<file path="src/rtl/pipelined_wide_adder.sv">
`default_nettype none
// ============================================================================
// Module      : pipelined_wide_adder
// Description : Parametrised pipelined adder. It adds an unsigned A_WIDTH
//               operand to a B_WIDTH operand that is zero- or sign-extended
//               for each transaction. The result is A_WIDTH+1 bits wide. The
//               carry chain is cut into CHUNK-bit slices and each slice is
//               resolved in its own pipeline stage.
//
//               The optional subtract mode is enabled by the macro
//               PIPELINED_WIDE_ADDER_SUB_EN. It adds the in_sub input and the
//               out_borrow output.
//
// Ports       : clk, rst       - clock; synchronous active-high reset
//               in_valid       - input transaction present
//               in_ready       - input accepted this cycle
//               in_a           - operand A (unsigned, A_WIDTH)
//               in_b           - operand B (B_WIDTH)
//               in_b_signed    - 1: sign-extend B, 0: zero-extend B
//               in_sub         - (optional) 1: compute A - B
//               in_tag         - sideband tag, passed through unchanged
//               out_valid      - result present
//               out_ready      - downstream accepts the result
//               out_sum        - (A + ext(B)) mod 2^(A_WIDTH+1)
//               out_tag        - tag of the result
//               out_borrow     - (optional) subtract wrapped below zero
//
// Revision    : 1.0 - initial release
// ============================================================================
module pipelined_wide_adder #(
    parameter int A_WIDTH   = 58,
    parameter int B_WIDTH   = 27,
    parameter int CHUNK     = 16,
    parameter int TAG_WIDTH = 4
) (
    input  logic                 clk,
    input  logic                 rst,
    input  logic                 in_valid,
    output logic                 in_ready,
    input  logic [A_WIDTH-1:0]   in_a,
    input  logic [B_WIDTH-1:0]   in_b,
    input  logic                 in_b_signed,
`ifdef PIPELINED_WIDE_ADDER_SUB_EN
    input  logic                 in_sub,
`endif
    input  logic [TAG_WIDTH-1:0] in_tag,
    output logic                 out_valid,
    input  logic                 out_ready,
    output logic [A_WIDTH:0]     out_sum,
    output logic [TAG_WIDTH-1:0] out_tag
`ifdef PIPELINED_WIDE_ADDER_SUB_EN
    ,
    output logic                 out_borrow
`endif
);

    // Sum width and number of carry-resolution stages.
    localparam int c_SW      = A_WIDTH + 1;
    localparam int c_NSTAGES = (c_SW + CHUNK - 1) / CHUNK;

`ifdef PIPELINED_WIDE_ADDER_SUB_EN
    localparam bit c_SUB_EN  = 1'b1;
`else
    localparam bit c_SUB_EN  = 1'b0;
`endif

    // ------------------------------------------------------------------------
    // Operand preparation (stage 0 inputs)
    // ------------------------------------------------------------------------
    logic              w_advance;
    logic              w_b_neg;
    logic [c_SW-1:0]   w_a_ext;
    logic [c_SW-1:0]   w_b_ext;
    logic [c_SW-1:0]   w_b_op;
    logic              w_cin0;

    assign w_b_neg = in_b_signed & in_b[B_WIDTH-1];
    assign w_a_ext = {1'b0, in_a};
    // B_WIDTH <= A_WIDTH, so there is at least one extension bit.
    assign w_b_ext = {{(c_SW - B_WIDTH){w_b_neg}}, in_b};

`ifdef PIPELINED_WIDE_ADDER_SUB_EN
    // Subtraction is A + ~ext(B) + 1. The +1 enters as the stage-0 carry-in.
    assign w_b_op  = in_sub ? ~w_b_ext : w_b_ext;
    assign w_cin0  = in_sub;
`else
    assign w_b_op  = w_b_ext;
    assign w_cin0  = 1'b0;
`endif

    // ------------------------------------------------------------------------
    // Carry-resolution stages
    //
    // The register of stage k holds the following:
    //   r_sum : sum bits [c_HI-1:0], which are resolved up to and including
    //           this stage's slice
    //   r_cy  : carry out of this stage's slice
    //   r_a/b : the operand bits above this slice, still unresolved
    // The last stage keeps no operand bits and no carry. It holds only the
    // finished sum, plus the borrow flag when subtract mode is enabled.
    // ------------------------------------------------------------------------
    for (genvar k = 0; k < c_NSTAGES; k++) begin : g_stage
        localparam bit c_LAST = (k == c_NSTAGES - 1);
        localparam int c_LO   = k * CHUNK;
        localparam int c_W    = c_LAST ? (c_SW - c_LO) : CHUNK;
        localparam int c_HI   = c_LO + c_W;
        // The slice adder needs its carry-out bit except in the last stage.
        // In the last stage the carry is only needed to derive the borrow.
        localparam int c_SLW  = (c_LAST && !c_SUB_EN) ? c_W : c_W + 1;

        logic                 w_vld_in;
        logic [TAG_WIDTH-1:0] w_tag_in;
        logic [c_SW-1:c_LO]   w_a_in;
        logic [c_SW-1:c_LO]   w_b_in;
        logic                 w_cy_in;
        logic [c_SLW-1:0]     w_slice;
        logic [c_HI-1:0]      w_sum_nx;
`ifdef PIPELINED_WIDE_ADDER_SUB_EN
        logic                 w_sub_in;
        logic                 w_bs_in;
`endif

        logic                 r_vld;
        logic [c_HI-1:0]      r_sum;
        logic [TAG_WIDTH-1:0] r_tag;

        // Stage inputs come from the ports for stage 0. For every later
        // stage they come from the previous stage's registers.
        if (k == 0) begin : g_src_port
            assign w_vld_in = in_valid;
            assign w_tag_in = in_tag;
            assign w_a_in   = w_a_ext;
            assign w_b_in   = w_b_op;
            assign w_cy_in  = w_cin0;
            assign w_sum_nx = w_slice[c_W-1:0];
`ifdef PIPELINED_WIDE_ADDER_SUB_EN
            assign w_sub_in = in_sub;
            assign w_bs_in  = w_b_neg;
`endif
        end else begin : g_src_prev
            assign w_vld_in = g_stage[k-1].r_vld;
            assign w_tag_in = g_stage[k-1].r_tag;
            assign w_a_in   = g_stage[k-1].g_fwd.r_a;
            assign w_b_in   = g_stage[k-1].g_fwd.r_b;
            assign w_cy_in  = g_stage[k-1].g_fwd.r_cy;
            assign w_sum_nx = {w_slice[c_W-1:0], g_stage[k-1].r_sum};
`ifdef PIPELINED_WIDE_ADDER_SUB_EN
            assign w_sub_in = g_stage[k-1].g_fwd.r_sub;
            assign w_bs_in  = g_stage[k-1].g_fwd.r_bs;
`endif
        end

        assign w_slice = c_SLW'(w_a_in[c_HI-1:c_LO])
                       + c_SLW'(w_b_in[c_HI-1:c_LO])
                       + c_SLW'(w_cy_in);

        // Every stage shifts together on w_advance. A bubble (r_vld = 0)
        // shifts like data and is therefore overwritten by whatever follows.
        always_ff @(posedge clk) begin
            if (rst) begin
                r_vld <= 1'b0;
                r_sum <= '0;
                r_tag <= '0;
            end else if (w_advance) begin
                r_vld <= w_vld_in;
                r_sum <= w_sum_nx;
                r_tag <= w_tag_in;
            end
        end

        if (!c_LAST) begin : g_fwd
            logic [c_SW-1:c_HI] r_a;
            logic [c_SW-1:c_HI] r_b;
            logic               r_cy;
`ifdef PIPELINED_WIDE_ADDER_SUB_EN
            logic               r_sub;
            logic               r_bs;
`endif

            always_ff @(posedge clk) begin
                if (rst) begin
                    r_a  <= '0;
                    r_b  <= '0;
                    r_cy <= 1'b0;
                end else if (w_advance) begin
                    r_a  <= w_a_in[c_SW-1:c_HI];
                    r_b  <= w_b_in[c_SW-1:c_HI];
                    r_cy <= w_slice[c_W];
                end
            end

`ifdef PIPELINED_WIDE_ADDER_SUB_EN
            always_ff @(posedge clk) begin
                if (rst) begin
                    r_sub <= 1'b0;
                    r_bs  <= 1'b0;
                end else if (w_advance) begin
                    r_sub <= w_sub_in;
                    r_bs  <= w_bs_in;
                end
            end
`endif
        end

`ifdef PIPELINED_WIDE_ADDER_SUB_EN
        if (c_LAST) begin : g_borrow
            // Treat the difference as an (SW+1)-bit signed number. Its top
            // bit is ~bsign + carry_out (mod 2), with bsign = sign of ext(B).
            // A set top bit means A - B < 0.
            logic r_borrow;

            always_ff @(posedge clk) begin
                if (rst) begin
                    r_borrow <= 1'b0;
                end else if (w_advance) begin
                    r_borrow <= w_sub_in & ~(w_slice[c_W] ^ w_bs_in);
                end
            end
        end
`endif
    end

    // ------------------------------------------------------------------------
    // Flow control and outputs
    // ------------------------------------------------------------------------
    // A single global stall. in_ready depends only on state and out_ready,
    // never on in_valid.
    assign w_advance = ~g_stage[c_NSTAGES-1].r_vld | out_ready;
    assign in_ready  = w_advance;

    assign out_valid = g_stage[c_NSTAGES-1].r_vld;
    assign out_sum   = g_stage[c_NSTAGES-1].r_sum;
    assign out_tag   = g_stage[c_NSTAGES-1].r_tag;
`ifdef PIPELINED_WIDE_ADDER_SUB_EN
    assign out_borrow = g_stage[c_NSTAGES-1].g_borrow.r_borrow;
`endif

endmodule
`default_nettype wire

</file>
<file path="config.mk">
export PLATFORM = sky130hd
export DESIGN_NAME = pipelined_wide_adder
export DESIGN_NICKNAME = d
export VERILOG_FILES = /design/src/rtl/pipelined_wide_adder.sv
export SDC_FILE = /design/constraint.sdc
export NUM_CORES = 1
export LEC_CHECK = 0
export CORE_UTILIZATION = 40
export DETAILED_ROUTE_END_ITERATION = 8
export GPL_TIMING_DRIVEN = 0
export SLEW_MARGIN = 30
export SYNTH_ARGS = -nofsm -noshare
export SYNTH_HDL_FRONTEND = slang
export SYNTH_SLANG_ARGS = --single-unit
export TNS_END_PERCENT = 1
</file>
<file path="constraint.sdc">
create_clock -name clk -period 2.97 [get_ports clk]
set_clock_uncertainty 0.15 [all_clocks]
set_input_delay 0.4455 -clock clk [delete_from_list [all_inputs] [get_ports clk]]
set_output_delay 0.4455 -clock clk [all_outputs]
set_load 0.05 [all_outputs]
</file>
==> impl_metrics.csv <==
group,metric,value,unit
timing,worst_pin_slew,0.810,ns
synth,ys_warn_count,0,
power,vdd_drop_max,0.399,mV
layout,final_util,52.2,%
synth,netlist_area,0.0116,mm^2
clock_network,htree_levels,1,
synth,synth-async-reset-ratio,0,%
layout,nFillCells,2733,
floorplan,die_h,172,um
clock_network,clk_path_buf_depth,3,
clock_network,root_buffer,"clkbuf_16",
synth,synth_area_leaders,"dfxtp_1 47%, nand2_1 16%, a21oi_1 12%",
route,post_drt_wl_per_cell,15.5,um
synth,synth_commonest_cells,"500 x nand2_1, 270 x dfxtp_1, 269 x a21oi_1, 88 x clkbuf_1, 55 x ha_1",
layout,seqCellArea,0.00541,mm^2
global_route,track_usage,21.5,%
route,via_per_inst,5.01,
synth,synth_area_per_cell,7.89,um^2
floorplan,start_util,41.2,%
run,drv_cap,0,
setup_path,cp.required,3.24,ns
synth,yosys_most_used_dff,"dfxtp_1",
global_route,grt-ovfl-total,0,
layout,drive_gt1_share,4.05,%
floorplan,floorplan.rows,61,
synth,synth.most_common_cell,"nand2_1",
floorplan,die_area,0.0297,mm^2
synth,ys_seq_elements,270,
timing,hold_viol_final,0,
route,ant_nets,0,
placement,io_buffers,158,
timing,period_needed,2.90,ns
outcome,status,"finished clean",
timing,finalMaxSlewViolations,0,
layout,multi_input_area,0.00583,mm^2
timing,finalSetupViolCount,0,
power,power.density,593,mW/mm^2
synth,synth-edff-count,0,
global_route,grt_pass1_vias,9535,
power,total_power,0.00872,W
placement,gp_congestion,0.882,
clock_network,cts_tree,"done",
floorplan,ioPinCount,159,
setup_path,critPathKind,"input port to flop",
synth,syn_inst,1470,
hold_path,hold_class,"flop to flop",
floorplan,fp.dieW,172,um
global_route,grt_max_degree,20,
clock_network,numCtsBuffers,29,
layout,antenna_cells,0,
setup_path,arrival,3.17,ns
timing,fmax,0.345,GHz
route,drt-total-wl,31900,um
floorplan,coreArea,0.0282,mm^2
synth,yosysUniqueCellTypes,51,
power,p_leak,5.74,nW
synth,yosysTopAreaCell,"dfxtp_1",
route,drtIter0Drc,552,
route,drc,0,
timing,period_share,97.6,%
setup_path,critical_path.endpoint_type,"flop",
layout,area_growth,26.7,%
synth,ys_seq_area_share,46.6,%
global_route,antenna_found_initial,0,
clock_network,clk_latency,0.54,ns
placement,place_hpwl,24200,um
clock_network,clk_pin_slew,0.06,ns
setup_path,cp-start-kind,"input port",
timing,relSlewSlack,46.0,%
setup_path,crit_path_max_fanout,4,
layout,nNetsFinal,1815,
route,first_pass_iters,5,
timing,rsz0062_at_grt,"yes",
global_route,grt_pass1_wl,50000,um
synth,syn-num-nets,1626,
route,dr_total_vias,10300,
clock_network,clock_sinks,270,
synth,yosysTopAreaCellShare,46.6,%
==> routing by layer <==
metal  track usage (%)  wire, um  vias up
met5                 0         0        -
met4              4.46       487        0
met3              2.36      1340       42
met2              36.0     14700      214
met1              29.7     15400     4697
li1                  -         -     5351
==> worst max-delay path, stage by stage <==
cell and delay [ns]:
clkdlybuf4s50_1 0.40, ha_1 0.24, fa_1 0.42, a21oi_2 0.20, nor3_1 0.08, o31ai_1 0.26, nand2b_1 0.19, a31o_1 0.28
a311o_1 0.39, a32o_1 0.25
==> flip-flops by register name, summed over array words and instances (netlist names) <==
signal,flops
g_stage.g_fwd.r_a,78
g_stage.g_fwd.r_b,14
g_stage.g_fwd.r_cy,3
g_stage.r_sum,96
g_stage.r_tag,12
g_stage.r_vld,3
out_sum,59
out_tag,4
out_valid,1
==> what timing repair did <==
item | in CTS | in global routing
pin swaps | 1 | 2
hold buffers | 0 | 0
setup buffers | 1 | 0
gates resized for setup | 11 | 4
setup endpoints to repair | 9 | 8
gates cloned | 0 | 0
==> final timing paths <==
path / startpoint / to / slack (ns) / cells past startpoint
hold / removal: out_sum[3]$_SDFFE_PP0P_ / out_sum[3]$_SDFFE_PP0P_ / 0.30 / 2
setup reg to reg: g_stage[1].g_fwd.r_b[32]$_SDFFE_PP0P_ / g_stage[2].r_sum[46]$_SDFFE_PP0P_ / 0.14 / 9
hold reg to reg: out_sum[3]$_SDFFE_PP0P_ / out_sum[3]$_SDFFE_PP0P_ / 0.30 / 2
setup / recovery: in_a[0] / g_stage[0].r_sum[14]$_SDFFE_PP0P_ / 0.07 / 10
==> cell type report <==
cell class / instances / share of cell area, %
Multi-Input combinational cell: 1098 / 39.7
Sequential cell: 270 / 36.8
Timing Repair Buffer: 159 / 10.8
Clock buffer: 38 / 5.44
Tap cell: 378 / 3.22
Buffer: 89 / 2.36
Clock inverter: 13 / 1.39
Inverter: 12 / 0.306
==> power breakdown <==
group          leakage, nW  internal, W  switching, W
Clock                0.491      0.00232       0.00147
Sequential            2.22      0.00383      0.000124
Combinational         3.03     0.000428      0.000555
==> cells in the final DEF, fill, tap and decap left out, types with 12 or more instances in the layout <==
cell / instances
nand2_1: 500
a21oi_1: 268
dfxtp_1: 268
clkdlybuf4s50_1: 157
clkbuf_1: 90
ha_1: 55
nor2_1: 38
clkbuf_16: 29
o21ai_0: 28
xnor2_1: 26
a21o_1: 18
a211oi_1: 18
nor3_1: 17
xor2_1: 12
==> logic make-up (layout without fill, tap and decap cells) <==
kind of cell	count (synthesis)	after routing	share of synthesized area, %
buffers and inverters	102	311	3.37
AND/OR/NAND/NOR	604	604	20.8
adder cells (fa/ha/maj)	62	62	7.14
multiplexers	2	2	0.173
flip-flops	270	270	46.6
XOR/XNOR	38	38	2.87
AO/OA/AOI/OAI	392	392	19.1
==> per-stage QoR <==
stage,hold slack (ns),instance area [um^2],cells,setup slack [ns],TNS (ns)
3_5_place_dp,0.293,13700,2006,-1.01,-19.56
4_1_cts,0.283,14700,2057,0.0475,0
2_1_floorplan,0.278,11600,1470,0.0427,0
5_1_grt,0.301,14700,2057,-0.0110,-0.0110
3_3_place_gp,0.288,13700,2006,-1.02,-19.48
6_report,0.297,14700,2057,0.0700,0
No activity file was read; power rests on OpenSTA's default activity.
